## src/rtl/poly_ctrl_pkg.sv

```systemverilog
// Shared types and constants for the polynomial load scheduler.
package poly_ctrl_pkg;

   localparam int COEF_W  = 23;
   localparam int POLY_AW = 8;
   localparam int BANK_W  = 3;

   // Even index of the last beat of a polynomial (beat carries idx, idx+1)
   localparam logic [POLY_AW-1:0] POLY_LAST_EVEN = 8'd254;
   localparam logic [3:0]         MAX_POLYS      = 4'd8;

   typedef enum logic [1:0] {
      ST_IDLE,
      ST_LOAD,
      ST_DRAIN
   } state_e;

   // One write-pipeline stage: a popped beat on its way to the RAM ports
   typedef struct packed {
      logic               valid;
      logic [BANK_W-1:0]  bank;
      logic [POLY_AW-1:0] word;
      logic               last_poly;
      logic               last_cmd;
   } wr_stage_t;

endpackage

```

## src/rtl/poly_wr_pipe.sv

```systemverilog
// Two-stage pipeline aligning write address/flags with the FIFO's
// two-cycle read data latency.
module poly_wr_pipe
   import poly_ctrl_pkg::*;
(
   input  logic      clk,
   input  logic      rst,
   input  wr_stage_t stage_in,
   output wr_stage_t stage_out,
   output logic      s1_valid,
   output logic      s2_valid
);

   wr_stage_t s1_d, s1_q;
   wr_stage_t s2_d, s2_q;

   // Plain shift: stage 1 takes the popped beat, stage 2 follows stage 1
   always_comb begin
      s1_d = stage_in;
      s2_d = s1_q;
   end

   // Stage registers, cleared synchronously so no stale beat survives reset
   always_ff @(posedge clk) begin
      if (rst) begin
         s1_q <= '0;
         s2_q <= '0;
      end else begin
         s1_q <= s1_d;
         s2_q <= s2_d;
      end
   end

   assign stage_out = s2_q;
   assign s1_valid  = s1_q.valid;
   assign s2_valid  = s2_q.valid;

endmodule

```

## src/rtl/poly_load_sched.sv

```systemverilog
// Command-driven loader: pops 128 beats per polynomial from the coefficient
// FIFO and writes them into consecutive (wrapping) banks of the coefficient RAM.
module poly_load_sched
   import poly_ctrl_pkg::*;
(
   input  logic                      clk,
   input  logic                      rst,
   input  logic                      cmd_valid,
   output logic                      cmd_ready,
   input  logic [BANK_W-1:0]         cmd_bank_base,
   input  logic [3:0]                cmd_poly_cnt,
   output logic                      cmd_err,
   output logic                      busy,
   input  logic                      Rm_tvalid,
   output logic                      rd_en,
   input  logic [COEF_W-1:0]         data_in_1,
   input  logic [COEF_W-1:0]         data_in_2,
   output logic                      coef_ena,
   output logic                      coef_wea,
   output logic [BANK_W+POLY_AW-1:0] coef_addra,
   output logic [COEF_W-1:0]         coef_dina,
   output logic                      coef_enb,
   output logic                      coef_web,
   output logic [BANK_W+POLY_AW-1:0] coef_addrb,
   output logic [COEF_W-1:0]         coef_dinb,
   output logic                      poly_done,
   output logic [BANK_W-1:0]         poly_idx,
   output logic                      module_done
);

   state_e             state_d, state_q;
   logic [BANK_W-1:0]  base_d, base_q;
   logic [3:0]         cnt_d, cnt_q;
   logic [POLY_AW-1:0] word_ctr_d, word_ctr_q;
   logic [3:0]         poly_ctr_d, poly_ctr_q;
   logic               cmd_err_d, cmd_err_q;
   logic               last_wr_d, last_wr_q;

   wr_stage_t stg_in, stg_out;
   logic      s1_valid, s2_valid;
   logic      wr;

   // FSM next state, counters, FIFO pop and pipeline entry
   always_comb begin
      state_d     = state_q;
      base_d      = base_q;
      cnt_d       = cnt_q;
      word_ctr_d  = word_ctr_q;
      poly_ctr_d  = poly_ctr_q;
      cmd_err_d   = 1'b0;
      cmd_ready   = 1'b0;
      rd_en       = 1'b0;
      module_done = 1'b0;
      stg_in      = '0;
      // Marks the cycle right after the command's final RAM write
      last_wr_d   = stg_out.valid & stg_out.last_cmd;

      case (state_q)
         ST_IDLE: begin
            cmd_ready = 1'b1;
            if (cmd_valid) begin
               if (cmd_poly_cnt == 4'd0 || cmd_poly_cnt > MAX_POLYS) begin
                  cmd_err_d = 1'b1;
               end else begin
                  base_d     = cmd_bank_base;
                  cnt_d      = cmd_poly_cnt;
                  word_ctr_d = '0;
                  poly_ctr_d = '0;
                  state_d    = ST_LOAD;
               end
            end
         end
         ST_LOAD: begin
            rd_en            = Rm_tvalid;
            stg_in.valid     = Rm_tvalid;
            // 3-bit add wraps past bank 7 back to bank 0
            stg_in.bank      = base_q + poly_ctr_q[BANK_W-1:0];
            stg_in.word      = word_ctr_q;
            stg_in.last_poly = (word_ctr_q == POLY_LAST_EVEN);
            stg_in.last_cmd  = stg_in.last_poly && (poly_ctr_q == 4'(cnt_q - 4'd1));
            if (Rm_tvalid) begin
               if (stg_in.last_poly) begin
                  word_ctr_d = '0;
                  poly_ctr_d = poly_ctr_q + 4'd1;
                  if (stg_in.last_cmd) state_d = ST_DRAIN;
               end else begin
                  word_ctr_d = word_ctr_q + 8'd2;
               end
            end
         end
         ST_DRAIN: begin
            if (!s1_valid && !s2_valid && last_wr_q) begin
               module_done = 1'b1;
               state_d     = ST_IDLE;
            end
         end
         default: state_d = ST_IDLE;
      endcase

      // Nothing is accepted, popped or signalled while reset is asserted
      if (rst) begin
         cmd_ready    = 1'b0;
         rd_en        = 1'b0;
         module_done  = 1'b0;
         stg_in.valid = 1'b0;
      end
   end

   // State and counter registers
   always_ff @(posedge clk) begin
      if (rst) begin
         state_q    <= ST_IDLE;
         base_q     <= '0;
         cnt_q      <= '0;
         word_ctr_q <= '0;
         poly_ctr_q <= '0;
         cmd_err_q  <= 1'b0;
         last_wr_q  <= 1'b0;
      end else begin
         state_q    <= state_d;
         base_q     <= base_d;
         cnt_q      <= cnt_d;
         word_ctr_q <= word_ctr_d;
         poly_ctr_q <= poly_ctr_d;
         cmd_err_q  <= cmd_err_d;
         last_wr_q  <= last_wr_d;
      end
   end

   poly_wr_pipe u_pipe (
      .clk       (clk),
      .rst       (rst),
      .stage_in  (stg_in),
      .stage_out (stg_out),
      .s1_valid  (s1_valid),
      .s2_valid  (s2_valid)
   );

   // A beat still in stage 2 when reset is sampled must not reach the RAM
   assign wr          = stg_out.valid & ~rst;
   assign coef_ena    = wr;
   assign coef_wea    = wr;
   assign coef_enb    = wr;
   assign coef_web    = wr;
   assign coef_addra  = {stg_out.bank, stg_out.word};
   assign coef_addrb  = {stg_out.bank, stg_out.word | 8'd1};
   assign coef_dina   = data_in_1;
   assign coef_dinb   = data_in_2;
   assign poly_done   = wr & stg_out.last_poly;
   assign poly_idx    = stg_out.bank;
   assign busy        = (state_q != ST_IDLE);
   assign cmd_err     = cmd_err_q;

endmodule

```

## config.mk

```make
export PLATFORM = sky130hd
export DESIGN_NAME = poly_load_sched
export DESIGN_NICKNAME = d
export VERILOG_FILES = /design/src/rtl/poly_ctrl_pkg.sv /design/src/rtl/poly_wr_pipe.sv /design/src/rtl/poly_load_sched.sv
export SDC_FILE = /design/constraint.sdc
export NUM_CORES = 1
export LEC_CHECK = 0
export ABC_CLOCK_PERIOD_IN_PS = 2710
export BUFFER_PORTS_ARGS = -buffer_cell sky130_fd_sc_hd__buf_2
export CAP_MARGIN = 20
export CORE_ASPECT_RATIO = 1.25
export CORE_MARGIN = 1
export CORE_UTILIZATION = 35
export CTS_CLUSTER_DIAMETER = 50
export CTS_CLUSTER_SIZE = 20
export DETAILED_ROUTE_END_ITERATION = 16
export GPL_ROUTABILITY_DRIVEN = 0
export PLACE_DENSITY_LB_ADDON = 0.2
export SLEW_MARGIN = 20
export SYNTH_ARGS = -nofsm -noshare
export SYNTH_HDL_FRONTEND = slang
export SYNTH_SLANG_ARGS = --single-unit
```

## constraint.sdc

```tcl
create_clock -name clk -period 2.71 [get_ports clk]
set_input_delay 0.4065 -clock clk [delete_from_list [all_inputs] [get_ports clk]]
set_output_delay 0.4065 -clock clk [all_outputs]
set_load 0.02 [all_outputs]
```

==> impl_metrics.env <==
export IMPL_grt_pass1_wl_mm=7.98
export IMPL_htree_levels=2
export IMPL_r2r_slack_ns=0.87
export IMPL_clock_skew_final_ns=0.00435
export IMPL_first_pass_iters=4
export IMPL_cp_required_ns=2.30
export IMPL_cts_tree="built"
export IMPL_slew_viol_final=0
export IMPL_period_needed_ns=2.11
export IMPL_synth_area_per_cell_sq_um=8.92
export IMPL_vdd_drop_max_uv=227
export IMPL_seq_area_frac_synth_pct=36.5
export IMPL_finalSetupTns_ns=0
export IMPL_portBuffers=43
export IMPL_die_w_microns=79.6
export IMPL_dieHeight_microns=98.9
export IMPL_dp_slack_ns=0.722
export IMPL_holdPathStages=3
export IMPL_max_cap_violations=0
export IMPL_nets=327
export IMPL_num_antenna_cells=0
export IMPL_powerDensity_mw_per_mm2=547
export IMPL_synth_top_cells_by_area="dfxtp_1 37%, buf_4 21%, nor2b_1 3.3%, mux2i_1 2.7%, nand2_1 2.4%"
export IMPL_async_flop_share_pct=0
export IMPL_yosysTopAreaCell="dfxtp_1"
export IMPL_setup_viol=0
export IMPL_initial_utilization_pct=36.0
export IMPL_drive_gt1_share_pct=25.6
export IMPL_outcome="finished clean"
export IMPL_via_per_inst=4.75
export IMPL_antenna_found_initial=0
export IMPL_grt_max_degree=19
export IMPL_rr_endpoint="state_q[0]"
export IMPL_end_kind="output pin"
export IMPL_regArea_sq_um=961
export IMPL_hold_path_startpoint="cmd_bank_base[2]"
export IMPL_dieArea_sq_mm=0.00787
export IMPL_yosysTopAreaCellShare_pct=36.5
export IMPL_synth_edf_count=0
export IMPL_period_share_pct=77.9
export IMPL_path_class="flop to output pin"
export IMPL_overflow=0
export IMPL_final_hold_viol_count=0
export IMPL_cts_sinks=48
export IMPL_max_freq_ghz=0.473
export IMPL_hold_end="base_q[2]"
export IMPL_hold_path_class="input port to flop"
export IMPL_cp_max_fo=13
export IMPL_syn_nets=357
export IMPL_netlist_instances=295
export IMPL_drt_wl_total_mm=4.82
export IMPL_final_antenna_net_count=0
export IMPL_syn_to_final_growth_pct=-5.09
export IMPL_dr_total_vias=1700
export IMPL_p_leak_nw=1.11
export IMPL_coreArea_sq_mm=0.00731
export IMPL_cts_buffer_depth=2
export IMPL_worstSkewPairLatency_ns=0.30
export IMPL_cts_made_buffers=5
export IMPL_boundaryPins=138
export IMPL_post_route_util_pct=34.1
export IMPL_multi_input_area_sq_mm=0.00103
export IMPL_ys_ff_latch=48
export IMPL_crit_path_start_kind="flop"
export IMPL_post_cts_buffers=0
export IMPL_synth_area_sq_mm=0.00263
export IMPL_synth_cell_types=50
export IMPL_fin_ws_ns=0.598
export IMPL_worstRegToRegCells=4
export IMPL_yosysWarnings=0
export IMPL_hpwl_mm=3.63
export IMPL_root_buffer="clkbuf_8"
export IMPL_fillers=754
export IMPL_routedWlPerCell_microns=13.5
export IMPL_grtUsageTotal_pct=13.3
export IMPL_clk_pin_slew_ns=0.09
export IMPL_ys_flop_type="dfxtp_1"
export IMPL_fin_hold_ws_ns=0.333
export IMPL_rsz0062_at_grt="no"
export IMPL_drc=0
export IMPL_grt_pass1_vias=1654
export IMPL_crit_reg2reg_launch="word_ctr_q[1]"
export IMPL_ctsHoldBuffers=0
export IMPL_num_rows=35
export IMPL_cts_resized_gates=0
export IMPL_worstPathArrival_ns=1.71
export IMPL_drt_iter0_drc=67
-- per-stage QoR --
step / area [sq um] / power, mW / instances
after floorplan: 2630 / 0.934 / 295
after global placement: 2390 / 0.871 / 350
after detailed placement: 2390 / 0.871 / 350
after CTS: 2500 / 1.40 / 358
after global routing: 2500 / 1.44 / 358
final: 2500 / 1.37 / 358
-- power breakdown --
group	switching, mW	leakage [nW]	internal [mW]
logic	0.0774	0.669	0.0490
clock network	0.240	0.0541	0.273
registers	0.0116	0.388	0.715
-- flip-flops by register name (all words and copies together), names as in the netlist, 2 cells and up --
name / count
u_pipe.s1_q: 12
base_q: 3
state_q: 2
cnt_q: 4
u_pipe.stage_out: 12
poly_ctr_q: 4
word_ctr_q: 7
-- metal layers --
layer  GRT usage [%]  vias up  part of all wire [%]
met4            12.9        0                   7.4
met5               0        -                     0
met2            20.3       59                    46
li1                -      845                     -
met3            3.43       37                   6.7
met1            14.6      759                    40
-- worst max-delay path, stage by stage (launching register included) --
cell and delay (ns):
dfxtp_1 0.58, and3_1 0.45, nand2_1 0.15, inv_1 0.07, buf_2 0.15
-- worst max path at each step --
stage	startpoint	endpoint	slack [ns]
2_1_floorplan	rst	poly_done	0.93
3_3_place_gp	rst	rd_en	0.75
3_5_place_dp	rst	rd_en	0.72
4_1_cts	state_q[0]	rd_en	0.55
5_1_grt	state_q[0]	rd_en	0.46
6_report	state_q[0]	rd_en	0.60
-- Yosys cell counts, types with 2 or more instances --
master    instances
a21o_1            3
clkbuf_1          3
buf_2             4
nand2_1          17
and3_1            2
a211oi_1          5
nor3_1            4
mux2i_1           7
buf_4            74
a21oi_1           7
nor3b_1           3
dfxtp_1          48
nand3_1           9
a311oi_1          2
conb_1            2
nor2_1           17
nor4_1            2
inv_1            13
nor2b_1          14
mux2_2            2
and3_2            2
and2_1            8
o41ai_1           2
o31ai_1           4
o21ai_0           4
nand4_1           2
nand2b_1          3
xnor2_1           6
ha_1              4
xor2_1            2
-- final cells by class --
class | instances | area share (%)
clock buffers | 5 | 2.76
clock inverters | 3 | 1.70
inverters | 13 | 1.95
multi-input cells | 152 | 41.3
flip-flops and latches | 48 | 38.5
well taps | 92 | 4.61
repair buffers | 45 | 9.22
-- logic make-up after synthesis --
logic type / after synthesis / synth area share [%]
AOI/OAI and AO/OA: 34 / 10.1
adders and majority gates: 5 / 2.66
other: 2 / 0.285
buffers and inverters: 95 / 24.3
and+or+nand+nor: 94 / 20.0
DFF: 48 / 36.5
muxes: 9 / 3.52
xor gates and xnor gates: 8 / 2.66
-- placed cells by master, fill, tap and decap left out, types with 2 or more instances in the layout --
| cell | netlist | routed |
|---|---|---|
| o41ai_1 | 2 | 2 |
| nand4_1 | 2 | 2 |
| dfxtp_1 | 48 | 48 |
| xnor2_1 | 6 | 6 |
| inv_1 | 13 | 13 |
| nor4_1 | 2 | 2 |
| and3_2 | 2 | 2 |
| mux2i_1 | 7 | 7 |
| nor3b_1 | 3 | 3 |
| nor2b_1 | 14 | 14 |
| and3_1 | 2 | 2 |
| o21ai_0 | 4 | 4 |
| nand2b_1 | 3 | 3 |
| a21o_1 | 3 | 3 |
| nor3_1 | 4 | 4 |
| nand3_1 | 9 | 9 |
| buf_4 | 74 | 2 |
| nand2_1 | 17 | 17 |
| o31ai_1 | 4 | 4 |
| conb_1 | 2 | 2 |
| a21oi_1 | 7 | 7 |
| nor2_1 | 17 | 17 |
| ha_1 | 4 | 4 |
| xor2_1 | 2 | 2 |
| a211oi_1 | 5 | 5 |
| clkbuf_8 | 0 | 5 |
| mux2_2 | 2 | 2 |
| and2_1 | 8 | 8 |
| buf_2 | 4 | 43 |
| a311oi_1 | 2 | 2 |
No activity file was read; power rests on OpenSTA's default activity.
